<file path="config.mk">
export PLATFORM = sky130hd
export DESIGN_NAME = sblock_xbar
export DESIGN_NICKNAME = d
export VERILOG_FILES = /design/src/rtl/fabric_pkg.sv /design/src/rtl/sblock_cfg_loader.sv /design/src/rtl/sblock_xbar.sv
export SDC_FILE = /design/constraint.sdc
export NUM_CORES = 1
export LEC_CHECK = 0
export ABC_AREA = 1
export CORE_MARGIN = 3
export CORE_UTILIZATION = 55
export CTS_CLUSTER_DIAMETER = 30
export DETAILED_ROUTE_END_ITERATION = 16
export DONT_BUFFER_PORTS = 1
export HOLD_SLACK_MARGIN = 0.15
export PLACE_DENSITY = 0.74
export SLEW_MARGIN = 20
export SYNTH_ARGS = -nofsm -noshare
export SYNTH_HDL_FRONTEND = slang
export SYNTH_HIERARCHICAL = 1
export SYNTH_SLANG_ARGS = --single-unit
</file>
<file path="constraint.sdc">
create_clock -name clk -period 1.65 [get_ports clk]
set_input_delay 0.2475 -clock clk [delete_from_list [all_inputs] [get_ports clk]]
set_output_delay 0.2475 -clock clk [all_outputs]
set_load 0.02 [all_outputs]
</file>
<file path="src/rtl/fabric_pkg.sv">
// Shared routing-fabric definitions: select-field sizing, the "off" code and
// the configuration loader state encoding.
package fabric_pkg;

  // Width of one crossbar select field for W tracks per side:
  // codes 0 (off), 1..W (left), W+1..2W (up).
  function automatic int sel_width(input int w);
    return $clog2(2 * w + 1);
  endfunction

  localparam int SEL_OFF = 0;

  typedef enum logic [1:0] {
    CFG_IDLE  = 2'd0,
    CFG_LOAD  = 2'd1,
    CFG_ARMED = 2'd2
  } cfg_state_e;

endpackage

</file>
<file path="src/rtl/sblock_cfg_loader.sv">
// Bit-serial configuration loader: shadow shift register filled over a
// valid/ready port, then copied atomically into the active register.
//
// Handshake: a bit transfers on a rising clk edge where cfg_valid and
// cfg_ready are both high. cfg_ready is high only in LOAD and is dropped
// in a cycle where cfg_start is asserted, so a restart never also consumes
// a data bit. cfg_so carries shadow[0] during each transferring cycle and
// is 0 otherwise, so a downstream tile qualifies its valid with our ready.
module sblock_cfg_loader import fabric_pkg::*; #(
  parameter int NBITS = 18
) (
  input  logic             clk,
  input  logic             rst,
  input  logic             cfg_start,
  input  logic             cfg_valid,
  input  logic             cfg_bit,
  input  logic             cfg_commit,
  output logic             cfg_ready,
  output logic             cfg_so,
  output logic             cfg_done,
  output logic [NBITS-1:0] active_o,
  output logic [1:0]       state_o
);

  localparam int CNTW = $clog2(NBITS + 1);
  localparam logic [CNTW-1:0] LAST = CNTW'(NBITS - 1);

  cfg_state_e       state_q, state_d;
  logic [CNTW-1:0]  cnt_q, cnt_d;
  logic [NBITS-1:0] shadow_q, shadow_d;
  logic [NBITS-1:0] active_q, active_d;
  logic             done_q, done_d;
  logic             accept;
  logic             commit_go;

  // State register
  always_ff @(posedge clk or posedge rst) begin
    if (rst) state_q <= CFG_IDLE;
    else     state_q <= state_d;
  end

  // Next-state logic: cfg_start restarts from any state and beats a commit
  always_comb begin
    state_d = state_q;
    case (state_q)
      CFG_IDLE:  if (cfg_start) state_d = CFG_LOAD;
      CFG_LOAD: begin
        if (cfg_start)                   state_d = CFG_LOAD;
        else if (accept && cnt_q == LAST) state_d = CFG_ARMED;
      end
      CFG_ARMED: begin
        if (cfg_start)       state_d = CFG_LOAD;
        else if (cfg_commit) state_d = CFG_IDLE;
      end
      default: state_d = CFG_IDLE;
    endcase
  end

  // Output logic: handshake, serial out and commit qualification
  always_comb begin
    cfg_ready = (state_q == CFG_LOAD) && !cfg_start;
    accept    = cfg_ready && cfg_valid;
    commit_go = (state_q == CFG_ARMED) && cfg_commit && !cfg_start;
    cfg_so    = accept ? shadow_q[0] : 1'b0;
  end

  // Datapath next values: bit counter, shadow shift, active copy, done pulse
  always_comb begin
    cnt_d    = cnt_q;
    shadow_d = shadow_q;
    active_d = active_q;
    done_d   = commit_go;
    if (cfg_start) begin
      cnt_d = '0;
    end else if (accept) begin
      cnt_d    = cnt_q + CNTW'(1);
      shadow_d = {cfg_bit, shadow_q[NBITS-1:1]};
    end
    if (commit_go) active_d = shadow_q;
  end

  // Datapath registers
  always_ff @(posedge clk or posedge rst) begin
    if (rst) begin
      cnt_q    <= '0;
      shadow_q <= '0;
      active_q <= '0;
      done_q   <= 1'b0;
    end else begin
      cnt_q    <= cnt_d;
      shadow_q <= shadow_d;
      active_q <= active_d;
      done_q   <= done_d;
    end
  end

  assign cfg_done = done_q;
  assign active_o = active_q;
  assign state_o  = state_q;

endmodule

</file>
<file path="src/rtl/sblock_xbar.sv">
// Configurable switch block: every right/down track is a mux over
// {off, left tracks, up tracks} selected by a field of the active config.
module sblock_xbar import fabric_pkg::*; #(
  parameter int W       = 3,
  parameter int OUT_REG = 0
) (
  input  logic         clk,
  input  logic         rst,
  input  logic [W-1:0] left_i,
  input  logic [W-1:0] up_i,
  output logic [W-1:0] right_o,
  output logic [W-1:0] down_o,
  input  logic         cfg_start,
  input  logic         cfg_valid,
  input  logic         cfg_bit,
  output logic         cfg_ready,
  output logic         cfg_so,
  input  logic         cfg_commit,
  output logic         cfg_done,
  output logic         cfg_err,
  output logic [1:0]   cfg_state_o
);

  localparam int SELW  = sel_width(W);
  localparam int NBITS = 2 * W * SELW;
  localparam int NSRC  = 2 * W + 1;

  logic [NBITS-1:0] active;
  logic [NSRC-1:0]  src;
  logic [SELW-1:0]  sel [2*W];
  logic [2*W-1:0]   route;
  logic [W-1:0]     right_d, down_d;
  logic             err;

  sblock_cfg_loader #(.NBITS(NBITS)) u_loader (
    .clk        (clk),
    .rst        (rst),
    .cfg_start  (cfg_start),
    .cfg_valid  (cfg_valid),
    .cfg_bit    (cfg_bit),
    .cfg_commit (cfg_commit),
    .cfg_ready  (cfg_ready),
    .cfg_so     (cfg_so),
    .cfg_done   (cfg_done),
    .active_o   (active),
    .state_o    (cfg_state_o)
  );

  // Source vector indexed directly by select code; code 0 is the constant off
  assign src = {up_i, left_i, 1'b0};

  for (genvar g = 0; g < 2 * W; g++) begin : g_sel
    assign sel[g] = active[g*SELW +: SELW];
  end

  // Crossbar muxes and out-of-range code detection
  always_comb begin
    route = '0;
    err   = 1'b0;
    for (int i = 0; i < 2 * W; i++) begin
      if (int'(sel[i]) >= NSRC)         err      = 1'b1;
      else if (int'(sel[i]) != SEL_OFF) route[i] = src[sel[i]];
    end
    right_d = route[W-1:0];
    down_d  = route[2*W-1:W];
  end

  assign cfg_err = err;

  if (OUT_REG != 0) begin : g_reg
    logic [W-1:0] right_q, down_q;
    // Registered outputs: one cycle from input tracks to output tracks
    always_ff @(posedge clk or posedge rst) begin
      if (rst) begin
        right_q <= '0;
        down_q  <= '0;
      end else begin
        right_q <= right_d;
        down_q  <= down_d;
      end
    end
    assign right_o = right_q;
    assign down_o  = down_q;
  end else begin : g_comb
    assign right_o = right_d;
    assign down_o  = down_d;
  end

endmodule

</file>
After elaboration in Yosys (flattened, before gate mapping)
Cells that the tools add are included.
{"block": "word_totals", "output_inout_bits": 12, "elab_cells": 80, "register_bits": 44}
{"block": "classes", "n_lt_le_gt_ge": 12, "reduce_logical": 16, "addsub": 1, "bitwise_logic": 1, "eq_ne": 6, "n_mux": 39}
{"cell": "$mux 1", "count": 25}
{"cell": "$lt 3x4->1 const B", "count": 6}
{"cell": "$bmux 1 s3", "count": 6}
{"cell": "$ge 3x3->1 const B", "count": 6}
{"cell": "$reduce_bool 3->1", "count": 6}
{"cell": "$mux 2", "count": 5}
{"cell": "$mux 5", "count": 2}
{"cell": "$pmux 2 s3", "count": 1}
{"cell": "$add 5x1->5 const B", "count": 1}
{"cell": "$eq 5x5->1 const B", "count": 1}
{"cell": "$logic_and 1x1->1", "count": 5}
{"cell": "$ne 3x2->1 const B", "count": 1}
{"cell": "$ne 3x3->1 const B", "count": 1}
{"cell": "$reduce_and 3->1", "count": 1}
{"cell": "$eq 2x1->1 const B", "count": 1}
{"cell": "$eq 2x2->1 const B", "count": 1}
{"cell": "$logic_not 2->1", "count": 1}
{"cell": "$ne 2x2->1 const B", "count": 1}
{"cell": "$reduce_and 2->1", "count": 1}
{"cell": "$reduce_bool 2->1", "count": 1}
{"cell": "$logic_not 1->1", "count": 1}
{"cell": "$not 1->1", "count": 1}

Logic depth before layout (Yosys ltp)
Gate-level depths: netlist of the first run.
{"block": "logic_depth", "depth_word": 7, "depth_mapped": 7, "depth_no_buf": 7}

Hierarchy
Netlist of the first run, hierarchy kept.
{"mod": "sblock_cfg_loader", "area_each_um2": 1884.3, "n_inst": 1, "cells_each": 190}
{"mod": "sblock_xbar", "area_each_um2": 498.0, "n_inst": 1, "cells_each": 121}

Worst setup path before layout of the first run
No wires, ideal clock.
{"block": "synth_timing", "path_type": "reg-to-output", "from": "register u_loader.state_q[1] (netlist: u_loader/state_o[1])", "to": "output cfg_so", "setup_slack_ns": 0.222, "arrival_ns": 1.181, "required_time_ns": 1.402, "path_stages_with_launch": 6, "cell_sequence": "dfrtp_1 -> inv_2 -> nand3_4 -> nor2_8 -> inv_1 -> nor2_1"}
{"block": "synth_via", "elab_chain_len": 4}
{"element": "from (decl)", "line_no": "sblock_cfg_loader.sv:28", "rtl": "cfg_state_e state_q, state_d;"}
{"element": "from (signal assigned)", "line_no": "sblock_cfg_loader.sv:39", "rtl": "else state_q <= state_d;"}
{"element": "$eq 2x1->1", "line_no": "sblock_cfg_loader.sv:61", "rtl": "cfg_ready = (state_q == CFG_LOAD) && !cfg_start;"}
{"element": "$logic_and 1x1->1", "line_no": "sblock_cfg_loader.sv:61"}
{"element": "$logic_and 1x1->1", "line_no": "sblock_cfg_loader.sv:62", "rtl": "accept = cfg_ready && cfg_valid;"}
{"element": "$mux 1", "line_no": "sblock_cfg_loader.sv:64", "rtl": "cfg_so = accept ? shadow_q[0] : 1'b0;"}
{"element": "to (decl)", "line_no": "sblock_xbar.sv:17", "rtl": "output logic cfg_so,"}
Every way passes these cells.

Final worst setup path of the first run
{"block": "layout_timing", "from": "register u_loader.state_q[0] (netlist: u_loader/state_o[0])", "to": "output cfg_so"}
The elaborated chain is that of the path after synthesis.

==> results of run 1 <==
## state kept, by name, summed over array words and instances, names as in the netlist
register / cells
u_loader/active_o: 18
u_loader/cfg_done: 1
u_loader/cnt_q: 5
u_loader/shadow_q: 18
u_loader/state_o: 2
## critical path: cells and delay by family (launching register included)
family	cells	cell delay, ns
simple gates	3	0.32
flops	1	0.48
buf+inv	2	0.21
## metrics by stage
| step | utilization | power (mW) | hold WS (ns) |
|---|---|---|---|
| floorplan | - | 1.41 | 0.364 |
| global placement | 0.595 | 1.46 | 0.249 |
| detailed placement | 0.595 | 1.46 | 0.252 |
| CTS | 0.631 | 2.31 | 0.0683 |
| global route | 0.634 | 2.39 | 0.157 |
| finish | 0.634 | 2.28 | 0.131 |
## per-layer routing
layer / wire length, µm / track usage / vias to the layer above / part of all wire
li1: - / - / 982 / -
met1: 1990 / 0.240 / 829 / 0.47
met2: 1990 / 0.294 / 37 / 0.47
met3: 200 / 0.0491 / 9 / 0.047
met4: 85 / 0.0877 / 0 / 0.020
met5: 0 / 0 / - / 0
## power breakdown
part           switching [mW]  leakage [nW]  total [mW]  internal (mW)
Clock                   0.378        0.0548       0.834          0.456
Sequential             0.0511         0.580        1.22           1.16
Combinational           0.156         0.707       0.234         0.0774
Total                   0.586          1.34        2.28           1.70
## layout make-up
| type | count | area [µm²] | share of cell area |
|---|---|---|---|
| clock buffers | 5 | 68.8 | 0.0266 |
| inverters | 55 | 206 | 0.0797 |
| well taps | 50 | 62.6 | 0.0241 |
| flip-flops and latches | 44 | 1100 | 0.426 |
| repair buffers | 11 | 105 | 0.0406 |
| multi-input cells | 204 | 998 | 0.385 |
| clock inverters | 3 | 46.3 | 0.0179 |
## worst min-delay path by stage
stage | endpoint | slack [ns] | depth (start not counted)
6_report | u_loader/cnt_q[2]$_DFFE_PP0P_ | 0.13 | 3
2_1_floorplan | u_loader/shadow_q[17]$_DFFE_PP0P_ | 0.36 | 2
4_1_cts | u_loader/state_o[0]$_DFFE_PP0P_ | 0.07 | 1
3_5_place_dp | u_loader/shadow_q[2]$_DFFE_PP0P_ | 0.25 | 2
5_1_grt | u_loader/cnt_q[2]$_DFFE_PP0P_ | 0.16 | 3
3_3_place_gp | u_loader/shadow_q[2]$_DFFE_PP0P_ | 0.25 | 2
## placed cells by master (no fill, tap or decap), types with 3 or more instances in the layout
cell,instances
sky130_fd_sc_hd__buf_4,6
sky130_fd_sc_hd__clkbuf_8,5
sky130_fd_sc_hd__dfrtp_1,42
sky130_fd_sc_hd__dlygate4sd3_1,4
sky130_fd_sc_hd__inv_1,47
sky130_fd_sc_hd__inv_2,6
sky130_fd_sc_hd__nand2_1,107
sky130_fd_sc_hd__nand3_1,22
sky130_fd_sc_hd__nand3b_1,4
sky130_fd_sc_hd__nand4_1,5
sky130_fd_sc_hd__nor2_1,15
sky130_fd_sc_hd__nor2_2,3
sky130_fd_sc_hd__o21ai_0,3
sky130_fd_sc_hd__o21ai_1,22
sky130_fd_sc_hd__o21ai_2,12
## logic make-up (layout without fill, tap and decap cells)
family,count (synthesis),after routing,synth area share
AOI/OAI and AO/OA,41,41,0.107
xor gates and xnor gates,1,1,0.00368
adders and majority gates,2,2,0.0105
buffers and inverters,63,74,0.120
DFF,44,44,0.462
and+or+nand+nor,160,160,0.297
## what timing repair did
item,in CTS,in global routing
hold endpoints to repair,42,6
buffers inserted,0,0
setup endpoints to repair,1,2
resized for setup,1,2
hold buffers,3,1
==> summary.md, run 1 <==
| Metric | Value |
|---|---|
| First-pass GRT wire length | 7540 µm |
| Hold Crit Start | cfg_start |
| DIE AREA | 0.00516 mm² |
| Biggest area contributors in the synthesized netlist | sky130_fd_sc_hd__dfrtp_1 46%, sky130_fd_sc_hd__nand2_1 17%, sky130_fd_sc_hd__inv_1 7.6% |
| Iteration-0 DRC Markers | 82 |
| Die Span Y | 71.8 µm |
| Number of cells after detailed placement | 360 |
| Number of cells produced by synthesis | 311 |
| Count of filler cells inserted in the layout | 348 |
| Clock root buffer | sky130_fd_sc_hd__clkbuf_8 |
| Count leader, synth | sky130_fd_sc_hd__nand2_1 |
| Number of nets in the layout | 335 |
| Netlist cell types | 24 |
| Critical-path cell list | nand3_4 > nor2_8 > inv_1 > nor2_1 > buf_4 |
| Placeable Area | 0.00409 mm² |
| I/O pins | 24 |
| Post-DP HPWL | 3110 µm |
| Post-route ant nets | 0 |
| Number of global-route vias before repair | 1725 |
| Number of levels the H-tree was split into | 2 |
| Dominant synthesized flop cell | sky130_fd_sc_hd__dfrtp_1 |
| Launching point of the worst reg2reg path | u_loader/state_o[0]$_DFFE_PP0P_ |
| Design Area, Final | 0.00259 mm² |
| Port Buf Inserts | 0 |
| Delay of the slowest critical-path stage | approximately 0.48 ns |
| DRC errors left | 0 |
| Final Hold Fails | 0 |
| Final cell count without fillers | around 370 |
| Peak VDD IR | 0.568 mV |
| Share of flip-flops with an asynchronous set or reset after synthesis | 1.00 |
| First element of the critical path | u_loader/state_o[0]$_DFFE_PP0P_ |
| Data required, critical path | about 1.4 ns |
| Top post-synthesis cells by count | 107 x sky130_fd_sc_hd__nand2_1, 48 x sky130_fd_sc_hd__inv_1, 44 x sky130_fd_sc_hd__dfrtp_1, 22 x sky130_fd_sc_hd__nand3_1, 22 x sky130_fd_sc_hd__o21ai_1 |
| WL/cell | 11.5 µm |
| Post-synthesis average cell area | 7.66 µm² |
| Antenna violations before repair | 0 |
| Startpoint class of the critical path | register |
| Final Setup Violations | 0 |
| Reg2Reg Setup Slack | 0.37 ns |
| CTS tree | done |
| Leading area contributor after synthesis | sky130_fd_sc_hd__dfrtp_1 |
| Minimum clock period | 1.55 ns |
| Transition at the pin with the smallest max-transition slack | 0.422 ns |
| Number of cells on the worst reg-to-reg path | 6 |
| Mapped Area | 0.00238 mm² |
| Synth-to-Final Area Change | 8.77% |
| Maximum fanout along the worst path | 4 |
| Share of cells above drive strength 1 | 0.130 |
| Area after DPL | about 0.0024 mm² |
| Number of buffers between clock root and the deepest sink | 2 |
| Final critical-path setup slack | just over 0.1 ns |
| Number of buffers inserted during clock tree synthesis | 5 |
| TNS Setup | 0 ns |
| Total power per unit cell area | 881 mW/mm² |
| Number of rows created at floorplan | 23 |
| Peak clock frequency supported by timing | 646 MHz |
| Number of pins with negative max-slew slack in the final report | 0 |
| Crit path DAT | 1.30 ns |
| Num Clock Sinks | 44 |
| Pin count of the biggest net entering global routing | 37 |
| Sequential area share after synthesis | 0.462 |
| Clock network latency to the later pin of the worst-skew pair | approximately 0.30 ns |
| Synth top area share | 0.462 |
| Placer's final routability congestion estimate | 0.795 |
| Outcome | completed |
| HP Class | input pin to register |
| Post-synth net total | between 300 and 400 |
| Critical Path End | cfg_so |
| Category of the critical setup timing path | register to output pin |
| GRT Residual Overflow | 0 |
| Final setup skew | 0.00696 ns |
| Worst max-slew margin expressed relative to the limit | 0.719 |
| Total leakage power | 1.34 nW |
| Per-cell via count in the routed design | approximately 5.0 |
| Reg clk slew, reported paths | 0.08 ns |
| Capture point of the worst reg-to-reg path | u_loader/cnt_q[3]$_DFFE_PP0P_ |
| Synth warn | 6 |
| GRT Overall Usage | 0.186 |
| Effective utilization at floorplan | 0.583 |
| Post-synth EDFFs | 0 |
| Aggregate routed wire length | about 4300 µm |
| Max-cap violation count | 0 |
| Final worst path period share | 0.939 |
| DR vias | 1857 |
| Unrepaired setup endpoints after global routing | false |
| Worst slack at placement | 0.271 ns |
| Flop and latch count out of synthesis | 44 |
| N_diodes | 0 |
| Type of element capturing the critical path | output pin |
| Drt pass-1 iters | 4 |
| Die boundary width | 71.8 µm |
| Standard cell with the maximum stage delay on the critical path | sky130_fd_sc_hd__dfrtp_2 |
(Power assumes the default switching activity.)
==> run 2, diff against run 1 <==
--- a/config.mk
+++ b/config.mk
@@ -6,6 +6,7 @@
 export NUM_CORES = 1
 export LEC_CHECK = 0
 export ABC_AREA = 1
+export CAP_MARGIN = 5
 export CORE_MARGIN = 3
 export CORE_UTILIZATION = 55
 export CTS_CLUSTER_DIAMETER = 30
==> results of run 2 <==
The final DEF is identical to that of run 1; final timing and power are the same.
==> run 3, diff against run 2 <==
--- a/config.mk
+++ b/config.mk
@@ -12,6 +12,7 @@
 export CTS_CLUSTER_DIAMETER = 30
 export DETAILED_ROUTE_END_ITERATION = 16
 export DONT_BUFFER_PORTS = 1
+export GPL_TIMING_DRIVEN = 0
 export HOLD_SLACK_MARGIN = 0.15
 export PLACE_DENSITY = 0.74
 export SLEW_MARGIN = 20
==> run 3 against run 2 <==
Sequential power barely moved. Clock-buffer cell count grew 1. Fmax fell by 1.1%. Wire length is 5.8% higher. Combinational power up 9.0%. Clock skew about the same. Largest power group unchanged. Highest routed layer unchanged.
==> summary.md, run 3 (same netlist as run 1, synthesis figures left out) <==
| Metric | Value |
|---|---|
| Crit path DAT | 1.32 ns (+0.02 ns) |
| Final Setup Violations | 0 (unchanged) |
| Number of cells on the worst reg-to-reg path | 6 (unchanged) |
| Worst hold path stage count | 3 (unchanged) |
| Total power per unit cell area | 862 mW/mm² (-2.1%) |
| Iteration-0 DRC Markers | 64 (-22%) |
| Worst max-slew margin expressed relative to the limit | 0.743 (+0.0243) |
| Final cell count without fillers | 375 (+0.81%) |
| Die Span Y | 71.8 µm (unchanged) |
| HP Class | input pin to register |
| I/O pins | 24 (unchanged) |
| First-pass GRT wire length | 7760 µm (+2.8%) |
| Max-cap violation count | 0 (unchanged) |
| TNS Setup | 0 ns (unchanged) |
| Post-route ant nets | 0 (unchanged) |
| Maximum fanout along the worst path | 5 (+1) |
| Die boundary width | 71.8 µm (unchanged) |
| Category of the critical setup timing path | register to output pin |
| Peak clock frequency supported by timing | 639 MHz (-1.1%) |
| Num Clock Sinks | 44 (unchanged) |
| Capture point of the worst reg-to-reg path | u_loader/shadow_q[5]$_DFFE_PP0P_ |
| N_diodes | 0 (unchanged) |
| Number of cells after detailed placement | 362 (+0.56%) |
| Drt pass-1 iters | 4 (unchanged) |
| Effective utilization at floorplan | 0.583 (unchanged) |
| Number of pins with negative max-slew slack in the final report | 0 (unchanged) |
| Final Hold Fails | 0 (unchanged) |
| Total leakage power | 1.36 nW (+1.4%) |
| Most frequent cells in the layout | 107 x sky130_fd_sc_hd__nand2_1, 46 x sky130_fd_sc_hd__inv_1, 42 x sky130_fd_sc_hd__dfrtp_1 |
| Type of element capturing the critical path | output pin |
| Clock root buffer | sky130_fd_sc_hd__clkbuf_8 |
| Number of buffers between clock root and the deepest sink | 2 (unchanged) |
| Share of cells above drive strength 1 | 0.142 (+0.0111) |
| Number of buffers inserted during clock tree synthesis | 5 (unchanged) |
| Clock network latency to the later pin of the worst-skew pair | 0.30 ns (about the same) |
| Reg2Reg Setup Slack | 0.30 ns (-0.07 ns) |
| GRT Residual Overflow | 0 (unchanged) |
| CTS tree | done |
| Data required, critical path | 1.40 ns (about the same) |
| Most frequent standard cell in the layout excluding fill and tap cells | sky130_fd_sc_hd__nand2_1 |
| Final setup skew | 0.00682 ns (-0.000142 ns) |
| DRC errors left | 0 (unchanged) |
| Synth-to-Final Area Change | 10.5% |
| GRT Overall Usage | 0.191 (+0.00487) |
| Final worst path period share | 0.949 (+0.0104) |
| Reg clk slew, reported paths | 0.08 ns (about the same) |
| DIE AREA | 0.00516 mm² (unchanged) |
| Number of global-route vias before repair | 1753 (+1.6%) |
| Startpoint class of the critical path | register |
| Placer's final routability congestion estimate | 0.800 (+0.55%) |
| Outcome | completed |
| Unrepaired setup endpoints after global routing | false |
| Pin count of the biggest net entering global routing | 29 (-22%) |
| WL/cell | 12.1 µm (+4.9%) |
| Antenna violations before repair | 0 (unchanged) |
| First element of the critical path | u_loader/state_o[1]$_DFFE_PP0P_ |
| Critical Path End | cfg_so |
| Port Buf Inserts | 0 (unchanged) |
| Transition at the pin with the smallest max-transition slack | 0.385 ns (-0.0370 ns) |
| Number of nets in the layout | 338 (+0.90%) |
| Per-cell via count in the routed design | 5.06 (+1.4%) |
| Number of rows created at floorplan | 23 (unchanged) |
| Minimum clock period | 1.57 ns (+0.0172 ns) |
| Post-DP HPWL | 3320 µm (+6.7%) |
| Placeable Area | 0.00409 mm² (unchanged) |
| DR vias | 1898 (+2.2%) |
| Aggregate routed wire length | 4520 µm (+5.8%) |
| Number of levels the H-tree was split into | 2 (unchanged) |
| Peak VDD IR | 0.768 mV (+35%) |
| Launching point of the worst reg2reg path | u_loader/state_o[1]$_DFFE_PP0P_ |
-- run 3: cell count changes in the layout (fill, tap and decap cells not counted), sizes merged --
cell	change
clkbuf	+2
clkinvlp	-1
buf	+2
-- run 3: how the worst min path moves through the flow --
stage	from	end	slack, ns
final	cfg_start	u_loader/cnt_q[3]$_DFFE_PP0P_	0.15
after global routing	cfg_start	u_loader/cnt_q[2]$_DFFE_PP0P_	0.16
after CTS	cfg_start	u_loader/state_o[0]$_DFFE_PP0P_	0.07
after detailed placement	rst	u_loader/shadow_q[5]$_DFFE_PP0P_	0.14
after global placement	cfg_bit	u_loader/shadow_q[17]$_DFFE_PP0P_	0.37
after floorplan	cfg_bit	u_loader/shadow_q[17]$_DFFE_PP0P_	0.36
-- run 3: where the power goes --
| group | internal (mW) | switching, mW | total (mW) |
|---|---|---|---|
| clock network | 0.449 | 0.353 | 0.802 |
| logic | 0.0857 | 0.169 | 0.255 |
| registers | 1.16 | 0.0483 | 1.21 |
-- run 3: cell type report --
class                   instances  area, µm²
flip-flops and latches         44       1100
well taps                      50       62.6
multi-input cells             204       1010
repair buffers                  6       67.6
plain buffers                   8       78.8
inverters                      55        206
fillers                       355       1450
clock inverters                 2       35.0
clock buffers                   6       72.6
-- run 3: metrics by stage --
step	setup WS [ns]	cell area (µm²)	util	hold WS [ns]	total power, mW
2_1_floorplan	0.222	2380	-	0.364	1.41
3_3_place_gp	-0.0767	2440	0.598	0.370	1.46
3_5_place_dp	0.110	2460	0.603	0.135	1.48
4_1_cts	0.0235	2620	0.641	0.0724	2.29
5_1_grt	0.00564	2630	0.644	0.156	2.37
6_report	0.0843	2630	0.644	0.145	2.27
-- run 3: critical path: stages (launching register included) --
cell and delay (ns):
sky130_fd_sc_hd__dfrtp_2 0.50, sky130_fd_sc_hd__inv_2 0.10, sky130_fd_sc_hd__nand3_4 0.10, sky130_fd_sc_hd__nor2_8 0.13, sky130_fd_sc_hd__inv_2 0.06, sky130_fd_sc_hd__nor2_4 0.15
-- run 3: repair_timing --
action | in CTS | in global routing
pin swaps | 2 | 1
resized for setup | 4 | 2
hold buffers | 3 | 1
endpoints found under the setup margin | 1 | 2
endpoints found under the hold margin | 52 | 5
setup buffers | 1 | 0
cloned | 0 | 0
-- run 3: layer usage --
layer / global-route usage / share of wire
met1: 0.264 / 0.50
met2: 0.292 / 0.44
met3: 0.0463 / 0.047
met4: 0.0772 / 0.015
met5: 0 / 0
